File: config.mk
export PLATFORM = sky130hd
export DESIGN_NAME = tt_trng_ctrl
export DESIGN_NICKNAME = d
export VERILOG_FILES = /design/src/rtl/tt_trng_pkg.sv /design/src/rtl/tt_rct_monitor.sv /design/src/rtl/tt_trng_ctrl.sv
export SDC_FILE = /design/constraint.sdc
export NUM_CORES = 1
export LEC_CHECK = 0
export CELL_PAD_IN_SITES_DETAIL_PLACEMENT = 1
export CELL_PAD_IN_SITES_GLOBAL_PLACEMENT = 2
export CORE_AREA = 3 3 52 89
export CTS_CLUSTER_DIAMETER = 80
export DETAILED_ROUTE_END_ITERATION = 8
export DIE_AREA = 0 0 55 92
export GPL_TIMING_DRIVEN = 0
export HOLD_SLACK_MARGIN = 0.03
export PLACE_DENSITY = 0.71
export SLEW_MARGIN = 25
export SYNTH_ARGS = -nofsm -noshare
export SYNTH_HDL_FRONTEND = slang
export SYNTH_HIERARCHICAL = 1
export SYNTH_SLANG_ARGS = --single-unit
File: constraint.sdc
create_clock -name clk -period 1.65 [get_ports clk]
set_clock_uncertainty 0.1 [all_clocks]
set_input_delay 0.4125 -clock clk [delete_from_list [all_inputs] [get_ports clk]]
set_output_delay 0.4125 -clock clk [all_outputs]
set_load 0.03 [all_outputs]
File: src/rtl/tt_trng_pkg.sv
// tt_trng_pkg: shared types and constants for the ring-oscillator TRNG sequencer.
// Holds the FSM state enum, default parameter values and counter widths.

package tt_trng_pkg;

    typedef enum logic [2:0] {
        ST_IDLE    = 3'd0,
        ST_WARMUP  = 3'd1,
        ST_COLLECT = 3'd2,
        ST_VALID   = 3'd3,
        ST_PULSE   = 3'd4,
        ST_FAIL    = 3'd5
    } trng_state_t;

    localparam int WARMUP_CYC_DEF = 64;
    localparam int KEY_W_DEF      = 4;
    localparam int RCT_LIMIT_DEF  = 8;
    localparam int PULSE_CYC_DEF  = 4;

    localparam int WARMUP_CYC_MAX = 1023;
    localparam int RCT_LIMIT_MAX  = 31;

    // One shared cycle counter serves warm-up, collection and pulse timing;
    // warm-up is the longest of the three.
    localparam int CNT_W = $clog2(WARMUP_CYC_MAX + 1);

    // Repetition-count run length, saturating at the largest legal limit.
    localparam int RUN_W = $clog2(RCT_LIMIT_MAX + 1);

endpackage

File: src/rtl/tt_rct_monitor.sv
// tt_rct_monitor: repetition-count health test on the raw ring bit.
// Counts identical consecutive samples while enabled; hit flags a run at or
// above the limit. Built into tt_trng_ctrl only when TRNG_CTRL_RCT_EN is defined.
// Reset is active-high despite the rst_n name.

module tt_rct_monitor
    import tt_trng_pkg::*;
(
    input  logic             clk,
    input  logic             rst_n,
    input  logic             en,
    input  logic             bit_in,
    input  logic [RUN_W-1:0] limit,
    output logic             hit
);

    logic             prev_q, prev_d;
    logic [RUN_W-1:0] run_q, run_d;

    // Next run length: restart on the first sample or a change, saturate on repeats.
    always_comb begin
        prev_d = prev_q;
        run_d  = run_q;
        if (!en) begin
            run_d = '0;
        end else begin
            prev_d = bit_in;
            if ((run_q == '0) || (bit_in != prev_q)) begin
                run_d = RUN_W'(1);
            end else if (run_q != '1) begin
                run_d = run_q + 1'b1;
            end
        end
    end

    // Sample history and run length registers.
    always_ff @(posedge clk or posedge rst_n) begin
        if (rst_n) begin
            prev_q <= 1'b0;
            run_q  <= '0;
        end else begin
            prev_q <= prev_d;
            run_q  <= run_d;
        end
    end

    // Decoded from the registered run so the FSM reacts on the following edge.
    assign hit = (run_q >= limit);

endmodule

File: src/rtl/tt_trng_ctrl.sv
// tt_trng_ctrl: sequencer for the ring-oscillator entropy path.
// Warms up the rings, shifts in a KEY_W-bit key, hands it over on valid/ready,
// then fires a PULSE_CYC-wide challenge strobe.
// Optional build macro TRNG_CTRL_RCT_EN adds the repetition-count health
// monitor and the sticky FAIL state; without it health_fail stays 0.
// Reset is asynchronous and active-high despite the rst_n name.
//
// state   | meaning
// --------+---------------------------------------------------------
// IDLE    | rings off, waiting for req
// WARMUP  | rings on, letting them settle for WARMUP_CYC cycles
// COLLECT | rings on, shifting KEY_W raw bits into key (first at MSB)
// VALID   | rings off, key_valid high until key_ready
// PULSE   | challenge strobe high for PULSE_CYC cycles
// FAIL    | stuck source detected; only reset leaves

module tt_trng_ctrl
    import tt_trng_pkg::*;
#(
    parameter int WARMUP_CYC = WARMUP_CYC_DEF,
    parameter int KEY_W      = KEY_W_DEF,
    parameter int RCT_LIMIT  = RCT_LIMIT_DEF,
    parameter int PULSE_CYC  = PULSE_CYC_DEF
) (
    input  logic             clk,
    input  logic             rst_n,
    input  logic             req,
    input  logic             bit_in,
    output logic             ring_en,
    output logic [KEY_W-1:0] key,
    output logic             key_valid,
    input  logic             key_ready,
    output logic             pulse,
    output logic             busy,
    output logic             health_fail
);

    localparam logic [CNT_W-1:0] WARMUP_TC = CNT_W'(WARMUP_CYC - 1);
    localparam logic [CNT_W-1:0] COLLECT_TC = CNT_W'(KEY_W - 1);
    localparam logic [CNT_W-1:0] PULSE_TC  = CNT_W'(PULSE_CYC - 1);

    trng_state_t      state_q, state_d;
    logic [CNT_W-1:0] cnt_q, cnt_d;
    logic [KEY_W-1:0] key_q, key_d;
    logic             ring_en_q, ring_en_d;
    logic             key_valid_q, key_valid_d;
    logic             pulse_q, pulse_d;
    logic             busy_q, busy_d;
    logic             health_fail_q, health_fail_d;
    logic             rct_hit;

`ifdef TRNG_CTRL_RCT_EN
    tt_rct_monitor u_rct_monitor (
        .clk    (clk),
        .rst_n  (rst_n),
        .en     (ring_en_q),
        .bit_in (bit_in),
        .limit  (RUN_W'(RCT_LIMIT)),
        .hit    (rct_hit)
    );
`else
    // Legal limits are at least 2, so without the monitor this never trips.
    assign rct_hit = (RCT_LIMIT == 0);
`endif

    // Next state, shared counter, key shift register and decoded outputs.
    always_comb begin
        state_d = state_q;
        cnt_d   = cnt_q;
        key_d   = key_q;

        unique case (state_q)
            ST_IDLE: begin
                if (req) begin
                    state_d = ST_WARMUP;
                    cnt_d   = '0;
                end
            end
            ST_WARMUP: begin
                if (cnt_q == WARMUP_TC) begin
                    state_d = ST_COLLECT;
                    cnt_d   = '0;
                end else begin
                    cnt_d = cnt_q + 1'b1;
                end
            end
            ST_COLLECT: begin
                key_d = {key_q[KEY_W-2:0], bit_in};
                if (cnt_q == COLLECT_TC) begin
                    state_d = ST_VALID;
                    cnt_d   = '0;
                end else begin
                    cnt_d = cnt_q + 1'b1;
                end
            end
            ST_VALID: begin
                if (key_ready) begin
                    state_d = ST_PULSE;
                    cnt_d   = '0;
                end
            end
            ST_PULSE: begin
                if (cnt_q == PULSE_TC) begin
                    state_d = ST_IDLE;
                    cnt_d   = '0;
                end else begin
                    cnt_d = cnt_q + 1'b1;
                end
            end
            ST_FAIL: begin
                state_d = ST_FAIL;
            end
            default: begin
                state_d = ST_IDLE;
                cnt_d   = '0;
            end
        endcase

        // A health hit overrides every transition, including the last shift,
        // so a suspect key is never presented.
        if (rct_hit && (state_q != ST_IDLE) && (state_q != ST_FAIL)) begin
            state_d = ST_FAIL;
            cnt_d   = '0;
        end

        ring_en_d     = (state_d == ST_WARMUP) || (state_d == ST_COLLECT);
        key_valid_d   = (state_d == ST_VALID);
        pulse_d       = (state_d == ST_PULSE);
        busy_d        = (state_d != ST_IDLE);
        health_fail_d = (state_d == ST_FAIL);
    end

    // FSM state, counter, key and registered outputs.
    always_ff @(posedge clk or posedge rst_n) begin
        if (rst_n) begin
            state_q       <= ST_IDLE;
            cnt_q         <= '0;
            key_q         <= '0;
            ring_en_q     <= 1'b0;
            key_valid_q   <= 1'b0;
            pulse_q       <= 1'b0;
            busy_q        <= 1'b0;
            health_fail_q <= 1'b0;
        end else begin
            state_q       <= state_d;
            cnt_q         <= cnt_d;
            key_q         <= key_d;
            ring_en_q     <= ring_en_d;
            key_valid_q   <= key_valid_d;
            pulse_q       <= pulse_d;
            busy_q        <= busy_d;
            health_fail_q <= health_fail_d;
        end
    end

    assign ring_en     = ring_en_q;
    assign key         = key_q;
    assign key_valid   = key_valid_q;
    assign pulse       = pulse_q;
    assign busy        = busy_q;
    assign health_fail = health_fail_q;

endmodule

==> key figures <==
Die
  – Die area: 5060 µm²
  – Starting density of the core: 30.1%
  – IO Count: 14
  – Rows: 30
  – Placeable Area: 3980 µm²
  – Die H: 92 µm
  – Die W: 55 µm

Worst setup path
  – Max Fanout on Critical Path: 7
  – Critical Path RT: 1.73 ns
  – Cell Chain, Critical Path: or3b_4, a41oi_4, nor2_4, buf_12, o221ai_2
  – WP depth: 5
  – Critical path arrival: 1.81 ns
  – CP Launch Point: state_q[1]$_DFF_PP0_
  – Crit end category: register
  – CP Launch Type: register
  – RR Endpoint: cnt_q[6]$_DFFE_PP0P_
  – R2R depth: 5
  – Slowest CP cell: dfrtp_2
  – Register-to-Register Setup Slack: -0.08 ns
  – Worst path bufs/invs: 1
  – Top cell family by delay on the critical path: simple AND/OR/NAND/NOR gates
  – Critical path type: register to register
  – Critical path endpoint: cnt_q[6]$_DFFE_PP0P_
  – Reg-to-reg startpoint: state_q[1]$_DFF_PP0_
  – Slowest Stage Delay on Critical Path: 0.45 ns

Detailed routing
  – WL final: 3610 µm
  – DRT antenna net count: 0
  – Per-cell routed wire length: 18.2 µm
  – Vias post-DR: 1064
  – First-pass DRT Iterations: 4
  – DRT iter0 DRCs: 12
  – Vias per cell: 5.35
  – Number of remaining DRC errors: 0

Placed design
  – IO buf count: 13
  – Post-DP HPWL: 2380 µm
  – RePlAce Congestion: 0.778

Clock network
  – Clk sink count: 22
  – Hold-fix buffers at CTS: 0
  – CTS Buf Count: 3
  – CTS H-tree lvls: 1
  – TritonCTS clock tree: yes
  – Clock Latency Late Sink: 0.26 ns
  – Worst-path clk slew: 0.09 ns
  – Worst-case clock buffer depth: 2
  – Root Buffer Master: clkbuf_8

Yosys
  – YS warnings: 6
  – Synth area leader: dfrtp_1
  – Post-synthesis sequential area ratio: 45.9%
  – Synth Net Count: 123
  – Mapped Avg Cell Area: 10.2 µm²
  – Synth Instances: 117
  – Mapped Area: 1200 µm²
  – Yosys cell types: 44
  – #FFs+latches synth: 22
  – Top-area cell type share of the netlist area: 45.9%
  – Area contributors post-synth: dfrtp_1, mux2_2, nand2_1

Status
  – Violated checks: setup timing
  – Run status: finished with violations

Pwr
  – PD cells: 1470 nW/µm²
  – LEAKAGE: 0.739 nW
  – Power Total: 2.65 mW
  – Peak supply drop: 964 µV

GRT
  – Initial antenna violation count: 0
  – Largest net degree at the start of global routing: 23
  – Vias in the first global route: 1178
  – GRT Total Usage: 15.8%
  – Global-route wire length before repair: 5780 µm
  – GRT overflow: 0

STA
  – Worst slew margin: 40.5%
  – Final period utilization: 105%
  – Final Hold Slack: 0.435 ns
  – Slew @ Worst Pin: 0.892 ns
  – Period minus WS final: 1.73 ns
  – RSZ-0062 raised after global routing: true
  – Max Freq: 578 MHz
  – Max Slew Vio Count: 0
  – Final Hold Fails: 0
  – Final setup viols: 10
  – Final worst slack: -0.0790 ns

Final layout
  – ANT cells: 0
  – Multi-input gate area: 782 µm²
  – Leading cell type in the layout, fill and taps excluded: dfrtp_1
  – P&R area growth vs syn: 50.9%
  – Ratio of cells with drive above 1 in the final layout: 45.0%
  – Fillers: 467
  – Commonest cells after routing, fill and taps aside: dfrtp_1, buf_4, nand2_1
  – Layout Nets: 158
  – Register Area: 559 µm²

Hold path
  – Worst hold path type: register to register

Flow run
  – Max cap viols: 0
-- per-stage QoR --
stage | std cells | setup TNS (ns) | util [%] | instance area [µm²] | worst slack (ns)
after floorplan | 117 | -0.00290 | - | 1200 | -0.00119
after global placement | 178 | -5.23 | 34.9 | 1390 | -0.539
after detailed placement | 178 | -5.69 | 34.9 | 1390 | -0.577
after CTS | 198 | -0.266 | 43.8 | 1740 | -0.0493
after global routing | 199 | -1.37 | 45.5 | 1810 | -0.143
final | 199 | -0.580 | 45.5 | 1810 | -0.0790
-- registers in the layout, summed over array words and instances (netlist names) --
register,count
key,4
cnt_q,10
pulse,1
key_valid,1
busy,1
ring_en,1
state_q,3
health_fail,1
-- layer usage --
metal  vias up  routed length [µm]  GRT usage (%)
met3         6                  59           1.46
met2        17                2180           29.2
li1        501                   -              -
met4         0                 104           6.69
met5         -                   0              0
met1       540                1270           16.8
-- kinds of logic (layout without fill, tap and decap cells) --
group,after synthesis,in the layout,share of synthesized area (%)
buffers and inverters,12,46,4.07
AND/OR/NAND/NOR,40,40,19.5
adder cells (fa/ha/maj),1,1,1.04
multiplexers,6,6,5.53
AO/OA/AOI/OAI,34,34,22.4
flip-flops,22,22,45.9
XOR/XNOR,2,2,1.46
-- layout make-up --
cell class | instances | area share (%)
inverter | 8 | 1.66
clock inverter | 1 | 1.66
multi-input combinational | 83 | 43.2
buffer | 4 | 1.80
timing repair buffer | 30 | 15.1
clock buffer | 3 | 2.28
sequential | 22 | 30.9
tap | 48 | 3.32
-- power breakdown --
group	internal (mW)	total (mW)	switching (mW)
clock	0.324	0.511	0.187
sequential	0.648	0.728	0.0805
combinational	0.654	1.41	0.758
total	1.63	2.65	1.03
-- cell usage after synthesis (all sizes together) --
master,number
a211oi,1
a21oi,2
a22o,1
a311oi,1
a31o,1
a31oi,1
a41oi,2
and2,2
and3,1
buf,3
clkbuf,1
dfrtp,22
ha,1
inv,8
mux2,5
mux2i,1
nand2,10
nand2b,2
nand3,3
nand4b,1
nor2,8
nor2b,2
nor3,3
nor3b,1
nor4,5
o211ai,2
o21a,1
o21ai,8
o21bai,1
o221ai,3
o22ai,3
o2bb2ai,4
o311ai,1
o31a,2
or2b,1
or3b,1
xnor2,1
xor2,1
-- how the worst min path moves through the flow --
stage / endpoint / startpoint / slack [ns] / cells after the start
after floorplan: busy$_DFF_PP0_ / rst_n / 0.30 / 1
after global placement: cnt_q[0]$_DFFE_PP0P_ / cnt_q[0]$_DFFE_PP0P_ / 0.39 / 1
after detailed placement: cnt_q[0]$_DFFE_PP0P_ / cnt_q[0]$_DFFE_PP0P_ / 0.40 / 1
after CTS: key[2]$_DFFE_PP0P_ / key[2]$_DFFE_PP0P_ / 0.44 / 1
after global routing: key[3]$_DFFE_PP0P_ / key[3]$_DFFE_PP0P_ / 0.47 / 1
final: key[2]$_DFFE_PP0P_ / key[2]$_DFFE_PP0P_ / 0.43 / 1
-- what timing repair did --
action                                  4_1_cts  5_1_grt
gates resized for setup                      47       15
pin swaps                                    16        6
endpoints found under the setup margin       29       21
buffers inserted                             16        1
cloned                                        0        0
Power figures use the tool's default switching activity.
